[config.mk]
export PLATFORM = sky130hd
export DESIGN_NAME = seven_seg_scanner
export DESIGN_NICKNAME = d
export VERILOG_FILES = /design/src/rtl/seven_seg_scanner.sv
export SDC_FILE = /design/constraint.sdc
export NUM_CORES = 1
export LEC_CHECK = 0
export CAP_MARGIN = 20
export CORE_ASPECT_RATIO = 1.1
export CORE_MARGIN = 5
export CORE_UTILIZATION = 54
export DETAILED_ROUTE_END_ITERATION = 12
export PLACE_DENSITY = 0.85
export SLEW_MARGIN = 20
export SYNTH_ARGS = -nofsm -noshare
export SYNTH_HDL_FRONTEND = slang
export SYNTH_SLANG_ARGS = --single-unit
[constraint.sdc]
create_clock -name clk -period 3.2 [get_ports clk]
set_input_delay 0.96 -clock clk [delete_from_list [all_inputs] [get_ports clk]]
set_output_delay 0.96 -clock clk [all_outputs]
set_load 0.03 [all_outputs]
[src/rtl/seven_seg_scanner.sv]
// seven_seg_scanner
//   Time-multiplexed N-digit 7-segment display driver with an internal refresh
//   prescaler. New values are held in a pending register. They reach the shadow
//   display register only at a frame boundary, so one scan never mixes digits
//   from two different values.
//
// Parameters
//   NUM_DIGITS   digits scanned (2..8)
//   REFRESH_DIV  clk cycles per digit slot (>=1)
//
// Ports
//   clk         system clock, rising edge
//   reset       synchronous, active-high
//   bcd_in      packed nibbles, [4N-1:4N-4] = leftmost digit
//   dp_in       decimal points, bit N-1 = leftmost, 1 = lit
//   load        1-cycle strobe capturing bcd_in/dp_in
//   digits      anodes, active-low, bit N-1 = leftmost
//   segments    {g,f,e,d,c,b,a}, active-low
//   dp          decimal point, active-low
//   frame_done  1-cycle pulse after the scan index wraps to 0
//
// Build option
//   LEADING_ZERO_BLANK_EN  when defined, leading zero digits are blanked.
//   The rightmost digit is never blanked.
module seven_seg_scanner #(
  parameter int NUM_DIGITS  = 4,
  parameter int REFRESH_DIV = 1000
) (
  input  logic                    clk,
  input  logic                    reset,
  input  logic [4*NUM_DIGITS-1:0] bcd_in,
  input  logic [NUM_DIGITS-1:0]   dp_in,
  input  logic                    load,
  output logic [NUM_DIGITS-1:0]   digits,
  output logic [6:0]              segments,
  output logic                    dp,
  output logic                    frame_done
);

  localparam int PW = (REFRESH_DIV > 1) ? $clog2(REFRESH_DIV) : 1;
  localparam int IW = (NUM_DIGITS > 1) ? $clog2(NUM_DIGITS) : 1;
  localparam int DW = 5 * NUM_DIGITS;
  localparam logic [PW-1:0] PRE_LAST = PW'(REFRESH_DIV - 1);
  localparam logic [IW-1:0] IDX_LAST = IW'(NUM_DIGITS - 1);

  logic [PW-1:0] pre_cnt;
  logic [IW-1:0] idx;
  // Display and pending words are packed as {bcd nibbles, dp bits}.
  logic [DW-1:0] disp_reg;
  logic [DW-1:0] pend_reg;
  logic          pend_vld;
  logic          tick;
  logic          wrap;

  logic [4*NUM_DIGITS-1:0] disp_bcd;
  logic [NUM_DIGITS-1:0]   disp_dp;
  logic [IW-1:0]           pos_p0;
  logic [3:0]              nib_p0;
  logic                    dp_p0;
  logic                    blank_p0;
  logic [NUM_DIGITS-1:0]   anode_p0;

  function automatic logic [6:0] seg_decode(input logic [3:0] n);
    logic [6:0] s;
    case (n)
      4'h0: s = 7'b1000000;
      4'h1: s = 7'b1111001;
      4'h2: s = 7'b0100100;
      4'h3: s = 7'b0110000;
      4'h4: s = 7'b0011001;
      4'h5: s = 7'b0010010;
      4'h6: s = 7'b0000010;
      4'h7: s = 7'b1111000;
      4'h8: s = 7'b0000000;
      4'h9: s = 7'b0010000;
      4'hA: s = 7'b0001000;
      4'hB: s = 7'b0000011;
      4'hC: s = 7'b1000110;
      4'hD: s = 7'b0100001;
      4'hE: s = 7'b0000110;
      default: s = 7'b0001110;
    endcase
    return s;
  endfunction

  assign tick     = (pre_cnt == PRE_LAST);
  assign wrap     = tick && (idx == IDX_LAST);
  assign disp_bcd = disp_reg[DW-1:NUM_DIGITS];
  assign disp_dp  = disp_reg[NUM_DIGITS-1:0];

  // Stage p0: select the current digit from the display register
  always_comb begin
    pos_p0   = IDX_LAST - idx;
    nib_p0   = disp_bcd[{pos_p0, 2'b00} +: 4];
    dp_p0    = disp_dp[pos_p0];
    anode_p0 = ~(NUM_DIGITS'(1) << pos_p0);
`ifdef LEADING_ZERO_BLANK_EN
    // Blank when every nibble from the leftmost up to this one is zero.
    blank_p0 = (idx != IDX_LAST);
    for (int i = 0; i < NUM_DIGITS; i++) begin
      if (i <= int'(idx) && disp_bcd[4*(NUM_DIGITS-1-i) +: 4] != 4'h0)
        blank_p0 = 1'b0;
    end
`else
    blank_p0 = 1'b0;
`endif
  end

  // Stage p1: scan control, value update and registered pin drivers
  always_ff @(posedge clk) begin
    if (reset) begin
      pre_cnt    <= '0;
      idx        <= '0;
      disp_reg   <= '0;
      pend_vld   <= 1'b0;
      digits     <= '1;
      segments   <= 7'h7F;
      dp         <= 1'b1;
      frame_done <= 1'b0;
    end else begin
      pre_cnt <= tick ? '0 : pre_cnt + 1'b1;
      if (tick)
        idx <= (idx == IDX_LAST) ? '0 : idx + 1'b1;

      // A load landing on the wrap cycle goes straight to the display.
      if (wrap) begin
        if (load)
          disp_reg <= {bcd_in, dp_in};
        else if (pend_vld)
          disp_reg <= pend_reg;
        pend_vld <= 1'b0;
      end else if (load) begin
        pend_vld <= 1'b1;
      end

      frame_done <= wrap;
      digits     <= anode_p0;
      segments   <= blank_p0 ? 7'h7F : seg_decode(nib_p0);
      dp         <= ~dp_p0;
    end
  end

  // Pending data is qualified by pend_vld, so it needs no reset.
  always_ff @(posedge clk) begin
    if (load && !wrap)
      pend_reg <= {bcd_in, dp_in};
  end

endmodule

==> results of run 1 <==
## through the flow
stage	hold slack (ps)	utilization, %	cells	setup WS [ps]	power (uW)
6_report	460	65.9	337	701	1560
5_1_grt	492	65.9	337	604	1630
4_1_cts	465	65.9	337	729	1580
3_5_place_dp	455	63.0	323	401	1030
3_3_place_gp	433	63.0	323	477	1030
2_1_floorplan	418	-	242	243	976
## final cells by class
class,count,area [um^2]
clock buffer,12,135
clock inverter,2,10.0
fill,378,1720
tap,58,72.6
inverter,7,26.3
sequential,66,1520
timing repair buffer,41,395
multi-input combinational,151,1160
## cell families (layout without fill, tap and decap cells)
kind of cell    after synthesis  after routing
flops                        66             66
simple gates                 51             51
compound gates               49             49
mux                          31             31
buf+inv                      25             62
fa+ha+maj                    11             11
xor+xnor                      9              9
## worst reg2reg max path: cells and delay by family (launching register included)
kind	cells	cell delay, ps
buffers and inverters	2	280
AO/OA/AOI/OAI	1	180
AND/OR/NAND/NOR	2	940
adder cells (fa/ha/maj)	1	230
flip-flops	1	480
## where the power goes
group / total, uW / internal [uW] / switching, uW
combinational: 110 / 53.9 / 56.2
clock: 548 / 270 / 278
sequential: 901 / 893 / 8.54
total: 1560 / 1220 / 343
## routing by layer
metal  track usage [%]  share of wire [%]
met1              18.3                 43
met2              27.2                 49
met3              4.35                4.9
met4              11.8                3.1
met5                 0                  0
## how the worst min path moves through the flow
stage	to	slack, ps
6_report	pre_cnt[0]$_SDFF_PP0_	460
3_3_place_gp	pre_cnt[0]$_SDFF_PP0_	430
3_5_place_dp	pre_cnt[0]$_SDFF_PP0_	460
4_1_cts	pre_cnt[0]$_SDFF_PP0_	460
5_1_grt	pre_cnt[0]$_SDFF_PP0_	490
2_1_floorplan	pre_cnt[0]$_SDFF_PP0_	420
## cells in the final DEF (no fill, tap or decap), drive strengths merged, types with 2 or more instances in the layout
cell type / n
edfxtp: 20
mux4: 5
nand3: 5
xnor2: 6
buf: 6
ha: 11
nor2: 17
or2: 2
nor3: 3
inv: 7
o311ai: 2
o221ai: 2
nand2: 13
and3: 4
a21oi: 22
xor2: 3
clkinv: 2
mux2: 2
clkbuf: 12
a211oi: 20
mux2i: 24
dfxtp: 46
clkdlybuf4s50: 35
==> metrics.csv, run 1 <==
metric,value,unit
io_buffers,35,
synth_top_family_by_area,multiplexers,
track_usage,16.5,%
fin_nets,310,
grt_pass1_wl,8460,um
rsz0062_at_grt,no,
drive_gt1_share,9.32,%
gr-total-overflow,0,
synth_mux_area_share,13.6,%
clockBufferDepth,2,
fin_crit_sh,78.1,%
design.core.area,0.00503,mm^2
cp_num_buf_inv,1,
die_h,85.5,um
placed_area,0.00317,mm^2
cp_max_fo,22,
ys_top_cells_by_count,"dfxtp_1, mux2i_1, a21oi_1",
fin_skew,8.94,ps
tightest_slew,717,ps
grt_pass1_vias,1915,
fmax,400,MHz
crit_type,input port to flop,
maxCapViolations,0,
rr_startpoint,idx[0]$_SDFFE_PP0N_,
area_delta_synth_final,18.7,%
crit_chain,"clkdlybuf4s50_1, or2_2, and2_1, a211oi_1",
drc_errors,0,
synth_compound_gate_area_share,11.3,%
antennaDiodeCount,0,
antenna_left,0,
initial_utilization,55.6,%
clk_pin_slew,60,ps
via_count,1857,
vdd_ir_drop_max,283,uV
synthesis.instances,242,
ys_seq_area_share,54.4,%
maxSlewViolCount,0,
power_density,470,mW/mm^2
synthMostInstantiatedCell,dfxtp_1,
dieArea,0.00672,mm^2
cts_setup_buffers,0,
firstDrtPassIters,4,
synthAdderAreaFrac,4.92,%
worstHoldPathCells,1,
hold_viol_final,0,
cts_resized,0,
clock_sinks,66,
yosysTopAreaCell,dfxtp_1,
root_buffer,clkbuf_8,
yosysUniqueCellTypes,34,
status,"finished, final reports clean",
yosys.area_share.simple,8.77,%
hp-class,flop to flop,
cp.required,3370,ps
synthesis.area,0.00280,mm^2
slew_headroom,52.2,%
placementRows,27,
p_leak,0.00121,uW
ios,36,
setup_tns,0,ps
detail_route.wl_per_cell,15.1,um
clock_latency,340,ps
cp-startpoint,load,
grt_max_degree,25,
synth-main-ff-cell,dfxtp_1,
worstSetupStartpointType,input port,
die_w,78.6,um
cts_buffers,9,
setup_viol,0,
synth_nets,276,
worst_path_largest_cell_delay,660,ps
hpwl,3460,um
period_minus_slack,2500,ps
synth-edff-count,20,
wirelength,5110,um
place_congestion,0.785,
yosys_warnings,0,
reg2reg_depth,6,
design_area,0.00332,mm^2
drt_iter0_drc,96,
async_flop_share,0,%
r2r-end,disp_reg[3]$_SDFFE_PP0P_,
r2r_setup_slack,930,ps
critical_path_depth,4,
crit_family,simple AND/OR/NAND/NOR gates,
min_from,pre_cnt[0]$_SDFF_PP0_,
critical_path.endpoint,disp_reg[3]$_SDFFE_PP0P_,
cp_slowest_cell,and2_1,
synth_top_area_share,32.9,%
viasPerCell,5.51,
hold_buffers,0,
antenna_found_initial,0,
synth.avg_cell_area,11.6,um^2
synth-xor-area-share,2.82,%
synth_area_leaders,"dfxtp_1, edfxtp_1, mux2i_1",
endpoint_kind,flop,
cp_data_arrival_time,2670,ps
cts_tree,yes,
ys_ff_latch,66,
htree_num_levels,3,
Power figures use the tool's default switching activity.
==> inputs of run 2 (changes only) <==
Clock period 3.2 ns to 2.6 ns, I/O delays scaled along.
==> run 2 against run 1 <==
  * Worst setup slack lost 230 ps
  * Non-clock buffer count is the same
  * Die area is the same
  * Critical path type is now flop to flop
  * Largest cell class unchanged
  * Largest power group unchanged
  * Highest routed layer unchanged
==> metrics.csv, run 2 (same netlist as run 1, synthesis figures left out) <==
metric,value,unit,change
status,"finished, final reports clean",,
cts_setup_buffers,0,,unchanged
r2r_setup_slack,470,ps,-460 ps
layoutNonFillerInstCount,339,,+0.59%
antenna_found_initial,0,,unchanged
placementRows,27,,unchanged
dp_cells,323,,unchanged
fill_cells,386,,+2.1%
wirelength,4830,um,-5.4%
cp_num_buf_inv,1,,unchanged
setup_viol,0,,unchanged
reg2reg_depth,5,,-1
gr-total-overflow,0,,unchanged
min_from,pre_cnt[0]$_SDFF_PP0_,,
ios,36,,unchanged
cp_max_fo,20,,-9.1%
firstDrtPassIters,4,,unchanged
cp_slowest_cell,and2_1,,
initial_utilization,55.6,%,unchanged
maxCapViolations,0,,unchanged
cts_resized,0,,unchanged
die_w,78.6,um,unchanged
clock_sinks,66,,unchanged
grt_util_met1,17.8,%,-0.41 points
cp.required,2780,ps,-590 ps
use_met3,4.88,%,+0.53 points
detail_route.wl_per_cell,14.2,um,-5.9%
vdd_ir_drop_max,471,uV,+66%
endpoint_kind,flop,,
cts_buffers,9,,unchanged
layout_commonest_cell,dfxtp_1,,
fin_nets,310,,unchanged
worstSetupStartpointType,flop,,
fin_skew,5.26,ps,-3.68 ps
crit_type,flop to flop,,
htree_num_levels,3,,unchanged
fmax,470,MHz,
rr_startpoint,idx[1]$_SDFFE_PP0N_,,
placed_area,0.00318,mm^2,about the same
clk_pin_slew,70,ps,about the same
rsz0062_at_grt,no,,
drc_errors,0,,unchanged
io_buffers,35,,unchanged
grt_max_degree,26,,+4.0%
whs_endpoint,pre_cnt[0]$_SDFF_PP0_,,
antenna_left,0,,unchanged
worstHoldPathCells,1,,unchanged
fin_crit_sh,81.8,%,
worst_path_largest_cell_delay,620,ps,-40 ps
cp_data_arrival_time,2310,ps,-360 ps
place_congestion,0.817,,+4.0%
drive_gt1_share,10.7,%,+1.4 points
multi_input_area,0.00116,mm^2,+0.22%
design.core.area,0.00503,mm^2,unchanged
viasPerCell,5.48,,-0.54%
drt_iter0_drc,57,,-41%
dieArea,0.00672,mm^2,unchanged
slew_headroom,54.2,%,+2.0 points
regArea,0.00152,mm^2,unchanged
crit_chain,"ha_1, inv_1, nor4_2, and2_1, a211oi_1",,
antennaDiodeCount,0,,unchanged
hp-class,flop to flop,,
crit_family,simple AND/OR/NAND/NOR gates,,
grt_pass1_vias,1867,,-2.5%
clock_latency,340,ps,about the same
layout_common_cells,"dfxtp_1, clkdlybuf4s50_1, mux2i_1",,
critical_path_depth,5,,+1
die_h,85.5,um,unchanged
top_usage_layer,met2,,
totalPowerFinal,2180,uW,+39%
root_buffer,clkbuf_8,,
hold_viol_final,0,,unchanged
maxSlewViolCount,0,,unchanged
r2r-end,disp_reg[12]$_SDFFE_PP0P_,,
clockBufferDepth,2,,unchanged
power_density,641,mW/mm^2,+36%
design_area,0.00339,mm^2,+2.3%
tightest_slew,687,ps,-30.0 ps
via_count,1858,,+0.054%
period_minus_slack,2130,ps,
cts_tree,yes,,
hpwl,3360,um,-2.8%
p_leak,0.00124,uW,+2.7%
setup_tns,0,ps,unchanged
track_usage,15.6,%,-0.90 points
area_delta_synth_final,21.3,%,
grt_pass1_wl,8090,um,-4.3%
hold_buffers,0,,unchanged
grt_use_met2,25.6,%,-1.6 points
run 2: routing by layer:
| metal | vias up | share of wire (%) |
|---|---|---|
| met1 | 870 | 45 |
| met4 | 0 | 2.0 |
| met2 | 37 | 49 |
| met3 | 8 | 4.4 |
| met5 | - | 0 |
| li1 | 943 | - |
run 2: through the flow:
step	worst slack (ps)	utilization (%)	hold slack (ps)
final	473	67.4	448
after global routing	230	67.4	481
after CTS	431	67.4	451
after detailed placement	244	63.1	442
after global placement	310	63.1	428
after floorplan	160	-	418
run 2: worst register-to-register path: cells and delay by family (launching register included):
| kind | cells | cell delay (ps) |
|---|---|---|
| compound gates | 1 | 170 |
| fa+ha+maj | 1 | 290 |
| buf+inv | 1 | 60 |
| flops | 1 | 540 |
| simple gates | 2 | 910 |
run 2: layout make-up:
class	instances	share of cell area [%]
Clock inverter	6	2.36
Inverter	7	0.774
Clock buffer	10	4.06
Tap cell	58	2.14
Sequential cell	66	44.8
Timing Repair Buffer	41	11.7
Multi-Input combinational cell	151	34.2
run 2: worst max-delay path by stage:
| stage | startpoint | end | slack, ps |
|---|---|---|---|
| after floorplan | load | pend_reg[0]$_DFFE_PP_ | 160 |
| after global placement | load | disp_reg[9]$_SDFFE_PP0P_ | 310 |
| after CTS | idx[1]$_SDFFE_PP0N_ | disp_reg[1]$_SDFFE_PP0P_ | 430 |
| final | idx[1]$_SDFFE_PP0N_ | disp_reg[12]$_SDFFE_PP0P_ | 470 |
| after detailed placement | load | disp_reg[1]$_SDFFE_PP0P_ | 240 |
| after global routing | idx[1]$_SDFFE_PP0N_ | disp_reg[12]$_SDFFE_PP0P_ | 230 |
run 2: power by group:
group          total (uW)  switching [uW]  internal (uW)
combinational         135            68.4           66.8
sequential           1110            10.1           1100
clock                 932             374            558
total                2180             453           1720
